--- src/rtl/jk_excitation_driver.sv ---
// jk_excitation_driver: drives a bank of WIDTH JK flip-flops towards a requested
// target word. It strobes J/K for one cycle, waits for the feedback to settle,
// verifies it against the target, and retries a bounded number of times before
// flagging an error.
//
// Optional build macro: JK_TOGGLE_EXC_EN
//   defined   - changing bits are driven with the toggle code (J=1, K=1)
//   undefined - changing bits use set (J=1, K=0) / reset (J=0, K=1) codes
module jk_excitation_driver #(
  parameter int unsigned WIDTH         = 4,
  parameter int unsigned SETTLE_CYCLES = 2,
  parameter int unsigned MAX_RETRY     = 3
) (
  input  logic             clk,
  input  logic             reset,
  input  logic             req_valid,
  output logic             req_ready,
  input  logic [WIDTH-1:0] req_target,
  input  logic [WIDTH-1:0] q_fb,
  output logic [WIDTH-1:0] jk_j,
  output logic [WIDTH-1:0] jk_k,
  output logic             jk_en,
  output logic             busy,
  output logic             done,
  output logic             err
);

  localparam int unsigned RC_W = (MAX_RETRY < 1) ? 1 : $clog2(MAX_RETRY + 1);
  localparam int unsigned SC_W = 4;

  typedef enum logic [1:0] {
    S_IDLE,
    S_DRIVE,
    S_SETTLE,
    S_CHECK
  } state_t;

  state_t            state_q;
  logic [WIDTH-1:0]  tgt_q;
  logic [RC_W-1:0]   rc_q;
  logic [SC_W-1:0]   sc_q;
  logic [WIDTH-1:0]  jk_j_q;
  logic [WIDTH-1:0]  jk_k_q;
  logic              jk_en_q;
  logic              busy_q;
  logic              done_q;
  logic              err_q;
  logic              req_ready_q;

  logic [WIDTH-1:0]  jk_j_d;
  logic [WIDTH-1:0]  jk_k_d;
  logic              retry_ok;
  logic              match;

  // Per-bit excitation from the live feedback towards the latched target.
  always_comb begin
    jk_j_d = '0;
    jk_k_d = '0;
`ifdef JK_TOGGLE_EXC_EN
    jk_j_d = q_fb ^ tgt_q;
    jk_k_d = q_fb ^ tgt_q;
`else
    jk_j_d = ~q_fb & tgt_q;
    jk_k_d = q_fb & ~tgt_q;
`endif
  end

  // Verification and retry budget decisions used in CHECK.
  always_comb begin
    match    = (q_fb == tgt_q);
    retry_ok = (32'(rc_q) < MAX_RETRY);
  end

  // Controller: request accept, strobe, settle wait, verify/retry.
  always_ff @(posedge clk or posedge reset) begin
    if (reset) begin
      state_q     <= S_IDLE;
      tgt_q       <= '0;
      rc_q        <= '0;
      sc_q        <= '0;
      jk_j_q      <= '0;
      jk_k_q      <= '0;
      jk_en_q     <= 1'b0;
      busy_q      <= 1'b0;
      done_q      <= 1'b0;
      err_q       <= 1'b0;
      req_ready_q <= 1'b0;
    end else begin
      // Strobe, excitation and result pulses are single-cycle by default.
      done_q  <= 1'b0;
      err_q   <= 1'b0;
      jk_en_q <= 1'b0;
      jk_j_q  <= '0;
      jk_k_q  <= '0;

      case (state_q)
        S_IDLE: begin
          req_ready_q <= 1'b1;
          if (req_valid && req_ready_q) begin
            tgt_q       <= req_target;
            rc_q        <= '0;
            busy_q      <= 1'b1;
            req_ready_q <= 1'b0;
            state_q     <= S_DRIVE;
          end
        end

        S_DRIVE: begin
          jk_j_q  <= jk_j_d;
          jk_k_q  <= jk_k_d;
          jk_en_q <= 1'b1;
          sc_q    <= SC_W'(SETTLE_CYCLES);
          state_q <= S_SETTLE;
        end

        S_SETTLE: begin
          sc_q <= sc_q - SC_W'(1);
          // A count of one here means this edge takes it to zero.
          if (sc_q <= SC_W'(1)) begin
            state_q <= S_CHECK;
          end
        end

        S_CHECK: begin
          if (match) begin
            done_q      <= 1'b1;
            busy_q      <= 1'b0;
            req_ready_q <= 1'b1;
            state_q     <= S_IDLE;
          end else if (retry_ok) begin
            rc_q    <= rc_q + RC_W'(1);
            state_q <= S_DRIVE;
          end else begin
            err_q       <= 1'b1;
            busy_q      <= 1'b0;
            req_ready_q <= 1'b1;
            state_q     <= S_IDLE;
          end
        end

        default: begin
          state_q <= S_IDLE;
        end
      endcase
    end
  end

  assign jk_j      = jk_j_q;
  assign jk_k      = jk_k_q;
  assign jk_en     = jk_en_q;
  assign busy      = busy_q;
  assign done      = done_q;
  assign err       = err_q;
  assign req_ready = req_ready_q;

endmodule

--- config.mk ---
export PLATFORM = sky130hd
export DESIGN_NAME = jk_excitation_driver
export DESIGN_NICKNAME = d
export VERILOG_FILES = /design/src/rtl/jk_excitation_driver.sv
export SDC_FILE = /design/constraint.sdc
export NUM_CORES = 1
export LEC_CHECK = 0
export CAP_MARGIN = 10
export CORE_MARGIN = 1.5
export CORE_UTILIZATION = 37
export CTS_BUF_LIST = sky130_fd_sc_hd__clkbuf_4
export CTS_CLUSTER_DIAMETER = 80
export CTS_CLUSTER_SIZE = 8
export DETAILED_ROUTE_END_ITERATION = 6
export PLACE_DENSITY = 0.57
export SYNTH_ARGS = -nofsm -noshare
export SYNTH_HDL_FRONTEND = slang
export SYNTH_SLANG_ARGS = --single-unit
--- constraint.sdc ---
create_clock -name clk -period 1.7 [get_ports clk]
set_input_delay 0.17 -clock clk [delete_from_list [all_inputs] [get_ports clk]]
set_output_delay 0.17 -clock clk [all_outputs]
set_load 0.02 [all_outputs]
# Yosys cells after proc, flatten, opt, wreduce, memory -nomap -nowiden
# Index checks and enable logic that the tools add are counted.
# word_totals
reg_bits	25
inputBits	11
output_inout_bits	13
elab_cells	63
# classes
bitwise_logic	4
magnitude_cmp	2
n_eq_ne	9
n_mux	26
n_addsub	2
n_reduce_logical	9
# op_table
op	n
$mux W1	14
$mux W2	5
$and A4 B4 Y4	2
$mux W4	2
$ne A2 B2 Y1 const B	4
$not A4 Y4	2
$pmux W2 S4	1
$pmux W4 S2	1
$reduce_and A2 Y1	3
$eq A2 B2 Y1 const B	2
$eq A4 B4 Y1	1
$le A4 B1 Y1 const B	1
$pmux W1 S2	2
$pmux W2 S2	1
$reduce_and A4 Y1	1
$reduce_bool A2 Y1	2
$sub A4 B1 Y4 const B	1
$ne A3 B3 Y1 const B	1
$reduce_and A3 Y1	1
$add A2 B1 Y2 const B	1
$eq A2 B1 Y1 const B	1
$logic_not A2 Y1	1
$lt A2 B2 Y1 const B	1
$logic_and A1 B1 Y1	1

# Depth between registers and ports, before layout
# logic_depth
word_depth	4
ltp_mapped	7
mapped_depth_nobuf	6

# Least setup slack after synthesis
# No wires, ideal clock.
# synth_timing
kind	register -> register
startpoint	register tgt_q[1]
endpoint	register rc_q[1]
stages_incl_launch_ff	6
setup_ns	0.141
slack_ns	0.255
n_path_buf	0
arrival_ns	1.304
path_cell_list	dfrtp_1 ha_1 a41oi_2 nand2_2 o221ai_1 o221ai_1
# synth_between
elab_chain_len	3
# synth_rtl
element	line_no	text
start: declaration	39	logic [WIDTH-1:0] tgt_q;
start signal: assignment	100	tgt_q <= req_target;
$eq A4 B4 Y1	70	match = (q_fb == tgt_q);
$ne A2 B2 Y1 (no source line)	n/a	
$reduce_and A4 Y1 (no source line)	n/a	
end signal: assignment	131	rc_q <= rc_q + RC_W'(1);
end: declaration	40	logic [RC_W-1:0] rc_q;
# No other way between the ends.
# A chain may end at the register's enable or synchronous reset.

# Worst setup path in the final report
# layout_timing
startpoint	register sc_q[1]
endpoint	register state_q[1]
# layout_between
elab_chain_len	3
# layout_rtl
element	line_no	text
start: declaration	41	logic [SC_W-1:0] sc_q;
start signal: assignment	112	sc_q <= SC_W'(SETTLE_CYCLES);
start signal: assignment	117	sc_q <= sc_q - SC_W'(1);
$le A4 B1 Y1	119	if (sc_q <= SC_W'(1)) begin
$ne A2 B2 Y1 (no source line)	n/a	
$reduce_and A2 Y1 (no source line)	n/a	
end signal: assignment	120	state_q <= S_CHECK;
end signal: assignment	129	state_q <= S_IDLE;
end signal: assignment	132	state_q <= S_DRIVE;
end: declaration	38	state_t state_q;
# No other way between the ends.

==> results.ini <==
[yosys]
syn_inst = 114
netlist_area_mm2 = 0.00125
netlist.area_leader.share_pct = 50.2
synth_cell_types = 26
async_flop_share_pct = 100
avgSynthCellArea_um2 = 10.9
synth-seq-cells = 25
ys_warn_count = 0
synthTopCellsByCount = 25 x dfrtp_1, 17 x inv_1, 15 x ha_1
synth_edf_count = 0
synth_flop_cell = dfrtp_1
syn-num-nets = 140
yosysTopAreaCell = dfrtp_1
yosysMostFrequentCell = dfrtp_1
synth_area_leaders = dfrtp_1 50%, ha_1 15%, and2_1 5.5%, inv_1 5.1%, mux2_2 3.6%
ys_seq_area_share_pct = 50.2

[worst_setup_path]
r2r_start = sc_q[1]
path_class = reg2reg
cp_slowest_cell = dfrtp_1
reg2reg_depth = 6
slowest_delay_ns = 0.41
cp.arrival_ns = 1.75
cp-start-kind = register
crit_chain = inv_1, ha_1, nor2_1, o31ai_2, nand2_1, mux2_4
crit_start = sc_q[1]
critical_path_required_ns = 1.92
r2r_slack_ns = 0.17
cp_max_fo = 3
cp-end-kind = register
cp-endpoint = state_q[1]
r2r-end = state_q[1]

[pwr]
clkPwrFrac_pct = 11.6
total_leakage_power_nw = 0.782
cellPowerDensity_mw_per_mm2 = 1520
switchingPower_mw = 0.959
power_frac_seq_pct = 38.4
p_int_mw = 1.51
swShare_pct = 38.9
vdd_drop_max_mv = 0.660
pwr-share-comb_pct = 50.0

[finish]
n_antenna_cell = 0
syn_to_final_growth_pct = 29.8
drive_gt1_share_pct = 15.1
fin_cells = 190
fin_area_mm2 = 0.00162
fin_nets = 173

[place]
pre_cts_ws_ns = -0.125
placed_cells = 186
place_congestion = 0.747
dpl.hpwl_um = 1700
port_buffers = 23
placed_area_mm2 = 0.00158

[timing]
relSlewSlack_pct = 78.6
setup_violations = 0
finClkSkew_ns = 0.00720
finalCriticalPeriod_ns = 1.53
fmax_ghz = 0.652
period_share_pct = 90.3
maxSlewViolCount = 0
worst_slack_ns = 0.166
hold_violations = 0
tns_ns = 0
tightest_slew_ns = 0.321
rsz0062_at_grt = no

[global_routing]
grt-ovfl-total = 0
grt_max_degree = 26
antenna_found_initial = 0
gr-usage-all-layers_pct = 15.1
grt_pass1_wl_um = 4020
first_global_vias = 884

[detailed_routing]
remaining_drc_errors = 0
drtIter0Drc = 17
dr.pass1.iters = 4
num_vias = 900
avgViaCountPerCell = 4.74
ant_nets = 0
routedWlPerCell_um = 12.1
routed_wl_um = 2290

[flow_run]
maxCapViolCount = 0

[floorplanning]
coreArea_mm2 = 0.00313
dieWidth_um = 61.0
row_count = 20
ioPinCount = 24
initial_core_util_pct = 39.8
die_h_um = 61.0
die_area_mm2 = 0.00373

[clock_network]
cts.clk_slew.worst_paths_ns = 0.14
cts_tree = built
cts.sinks = 25
htreeDepth = 1
cts_hold_buffers = 0
clk_latency_ns = 0.32
cts-buffers-inserted = 3
root_buffer = clkbuf_4
ctsResizeCount = 0
cts.path.max_buffers = 2
postCtsSetupRepairBufs = 0

[hold_path]
hold_path.class = in2async

[run_status]
status = complete, no violations

-- worst max-delay path, delay by kind of cell, from the launching register on --
kind / cells / cell delay [ns]
multiplexers: 1 / 0.31
AND/OR/NAND/NOR: 2 / 0.17
buffers and inverters: 1 / 0.11
AO/OA/AOI/OAI: 1 / 0.26
flip-flops: 1 / 0.41
adder cells (fa/ha/maj): 1 / 0.16
-- cell families (layout without fill, tap and decap cells) --
| logic type | count (synthesis) | count (layout) | synth area share [%] |
|---|---|---|---|
| AOI/OAI and AO/OA | 17 | 17 | 10.5 |
| buffers and inverters | 19 | 51 | 5.82 |
| adders and majority gates | 15 | 15 | 15.1 |
| and+or+nand+nor | 33 | 33 | 13.6 |
| muxes | 5 | 5 | 4.82 |
| DFF | 25 | 25 | 50.2 |
-- cell type report --
| cell class | count | area [um^2] |
|---|---|---|
| Sequential cell | 25 | 626 |
| Fill cell | 304 | 1510 |
| Multi-Input combinational cell | 70 | 561 |
| Tap cell | 44 | 55.1 |
| Inverter | 17 | 63.8 |
| Timing Repair Buffer | 30 | 283 |
| Clock buffer | 4 | 30.0 |
-- cell usage in the layout (no fill, tap or decap), types with 2 or more instances in the layout --
master           count
o21ai_0              6
nor2_1               7
mux2_2               4
dfrtp_1             25
a31oi_1              2
nand3_1              2
inv_1               16
clkdlybuf4s50_1     23
buf_4                7
o221ai_1             2
clkbuf_4             4
ha_1                14
nand2_1              8
and2_1              11
-- worst min-delay path by stage --
stage | to | slack (ns) | depth (start not counted)
2_1_floorplan | busy | 0.20 | 1
3_3_place_gp | busy | 0.48 | 1
3_5_place_dp | busy | 0.51 | 1
4_1_cts | req_ready | 0.19 | 3
5_1_grt | jk_j[0] | 0.22 | 3
6_report | jk_j[0] | 0.19 | 3
-- per-stage QoR --
| stage | hold slack, ns | total power [mW] | utilization, % |
|---|---|---|---|
| 2_1_floorplan | 0.197 | 1.77 | - |
| 3_3_place_gp | 0.483 | 2.14 | 50.4 |
| 3_5_place_dp | 0.508 | 2.19 | 50.4 |
| 4_1_cts | 0.190 | 2.49 | 51.3 |
| 5_1_grt | 0.219 | 2.71 | 51.7 |
| 6_report | 0.187 | 2.47 | 51.7 |
-- per-layer routing --
layer | wire, um | part of all wire, % | up-vias | track usage (%)
li1 | - | - | 444 | -
met1 | 1060 | 46 | 428 | 19.9
met2 | 1080 | 47 | 24 | 24.0
met3 | 100 | 4.4 | 4 | 2.52
met4 | 47 | 2.1 | 0 | 7.45
met5 | 0 | 0 | - | 0
-- registers in the layout (all words and copies together) (netlist names) --
| signal | count |
|---|---|
| jk_j | 4 |
| tgt_q | 4 |
| err | 1 |
| jk_k | 4 |
| state_q | 2 |
| req_ready | 1 |
| sc_q | 4 |
| jk_en | 1 |
| done | 1 |
| rc_q | 2 |
| busy | 1 |
-- power groups by stage --
stage                     combinational [mW]  clock (mW)  sequential, mW
after detailed placement                1.23           0           0.960
after CTS                               1.24       0.301           0.948
after global placement                  1.19           0           0.951
after floorplan                        0.745           0            1.03
final                                   1.23       0.286           0.947
after global routing                    1.41       0.318           0.979
No activity file was read; power rests on OpenSTA's default activity.
==> edit: new RTL, config.mk and constraints unchanged <==
Reset style: synchronous (`reset`), changed in one clocked block.
--- a/src/rtl/jk_excitation_driver.sv
+++ b/src/rtl/jk_excitation_driver.sv
@@ -74,3 +74,3 @@
   // Controller: request accept, strobe, settle wait, verify/retry.
-  always_ff @(posedge clk or posedge reset) begin
+  always_ff @(posedge clk) begin
     if (reset) begin
Formal check against the unedited RTL: differs if reset is asserted again (counterexample within 4 cycles, from zero or initial values and one cycle with reset high); with reset held inactive, the same outputs for 10 cycles.
==> edit against the unedited design <==
- synthesized area down 7.2%
- non-clock buffer count up 1
- global-route usage down 2.1 points
- final area down 6.9%
- first-iteration DRC count up 18%
- synthesized cell count up 8.8%
- setup slack worse by 0.066 ns
- final cell count down 0.53%
- routed wire length down 11%
- sequential cell count unchanged
- critical path type is now flop to primary output
Power is not compared: it rests on default switching activity, and its combinational part moved more than twofold at a synthesized area within 25%.
==> edit: results (changes against the unedited design) <==
Clk Latency, worst-skew pair=0.31 ns; Synth Net Count=150 (+7.1%); Pre-antenna DRT Iters=4 (unchanged); multiplexer share of the synthesized area=4.33% (-0.49 points); adder-cell share of the synthesized area=16.2% (+1.2 points); share of layout cells above drive strength 1=10.3% (-4.8 points); FFs w/ async S/R, synth=0% (-100 points); DPL Wire Length=1580 microns (-7.2%); Yosys cell types=29 (+12%); area of the multi-input gates=592 sq um (+5.6%); ranking of synthesized cells by area=dfxtp_1, ha_1, inv_1, a21oi_1, and2_1; NumNets Final=183 (+5.8%); Hold Vio Cnt, Final=0 (unchanged); R2R Path Start=state_q[0]$_SDFFE_PP0P_; met1 usage=15.2% (-4.7 points); first-pass GRT wire length=3420 microns (-15%); met3 Use GR=2.86% (+0.34 points); total vias in the final route=926 (+2.9%); status=finished, final reports clean; Max FO, Critical Path=7 (+4); Slew HR=67.4% (-11 points); capturing point of the worst reg2reg path=rc_q[0]$_SDFFE_PP0P_; Iter 0 DRT Violations=20 (+3); Routability Congestion=0.745 (-0.31%); final WL=2040 microns (-11%); initial antenna violation count=0 (unchanged); Leak Pwr=0.654 nW; CP Launch Point=req_ready$_SDFFE_PP0P_; post-cts repair resize count=0 (unchanged); slowest stage delay, CP=0.65 ns (+0.24 ns); Seq/Total Area, Yosys=43.3% (-6.9 points); Worst path top cell family by delay=buffers and inverters; GRT Total Usage=13.0% (-2.1 points); vias in the first global route=806 (-8.8%); Worst Setup EP=req_ready; Synth Area in Compound Gates=10.6% (+0.064 points); WP data arrival=1.43 ns (-0.32 ns); HP Class=input port to flop; n_diodes=0 (unchanged); routing usage on met2=23.0% (-1.0 points); clock-pin slew of the registers on the worst-case setup and hold paths=0.13 ns; slowest CP cell=clkdlybuf4s50_1; largest net degree at the start of global routing=14 (-46%); CTS Buf Count=3 (unchanged); Setup Skew=0.00487 ns (-0.00233 ns); Post-Synth XOR/XNOR Area=0% (unchanged); Placed Instance Area=1480 sq um (-6.3%); fillers=296 (-2.6%); most common library cells after synthesis=dfxtp_1, ha_1, inv_1; Post-Syn Instances=124 (+8.8%)
edit: how the worst min path moves through the flow:
stage                               from  slack [ns]                    end
global route               req_target[0]        0.45  tgt_q[0]$_SDFFE_PP0P_
finish                     req_target[0]        0.45  tgt_q[0]$_SDFFE_PP0P_
CTS                        req_target[0]        0.45  tgt_q[0]$_SDFFE_PP0P_
global placement    sc_q[3]$_SDFFE_PP0P_        0.45   sc_q[3]$_SDFFE_PP0P_
detailed placement  sc_q[3]$_SDFFE_PP0P_        0.46   sc_q[3]$_SDFFE_PP0P_
floorplan                          reset        0.25   sc_q[1]$_SDFFE_PP0P_
edit: worst min-delay path: stages:
cell and delay (ns):
clkdlybuf4s50_1 0.39, mux2i_1 0.12, nor2_1 0.05
edit: cell families (layout without fill, tap and decap cells):
group / after synthesis / in the layout
AO/OA/AOI/OAI: 20 / 20
adder cells (fa/ha/maj): 15 / 15
buffers and inverters: 17 / 49
flip-flops: 25 / 25
multiplexers: 5 / 5
AND/OR/NAND/NOR: 42 / 42
edit: final cells by class:
type	count	area share, %
clock buffer	4	1.99
inverter	14	3.49
multi-input combinational	82	39.3
sequential	25	33.2
tap	33	2.74
timing repair buffer	31	19.3
edit: per-stage QoR:
step           power [W]  TNS [ns]  hold slack (ns)  worst slack [ns]  std cells
2_1_floorplan   0.000865         0            0.248             0.302        124
3_3_place_gp    0.000978    -0.277            0.452           -0.0943        185
3_5_place_dp    0.000985    -0.434            0.459            -0.149        185
4_1_cts          0.00127         0            0.449            0.0773        189
5_1_grt          0.00133         0            0.448            0.0140        189
6_report         0.00125         0            0.453             0.100        189
edit: routing by layer:
metal | up-vias | share of wire (%)
met2 | 16 | 50
li1 | 477 | -
met1 | 429 | 45
met5 | - | 0
met3 | 4 | 3.5
met4 | 0 | 1.2
edit: report_power, final:
group	switching, W	internal [W]
clock network	0.000170	0.000108
logic	0.000161	0.000154
registers	0.0000311	0.000624
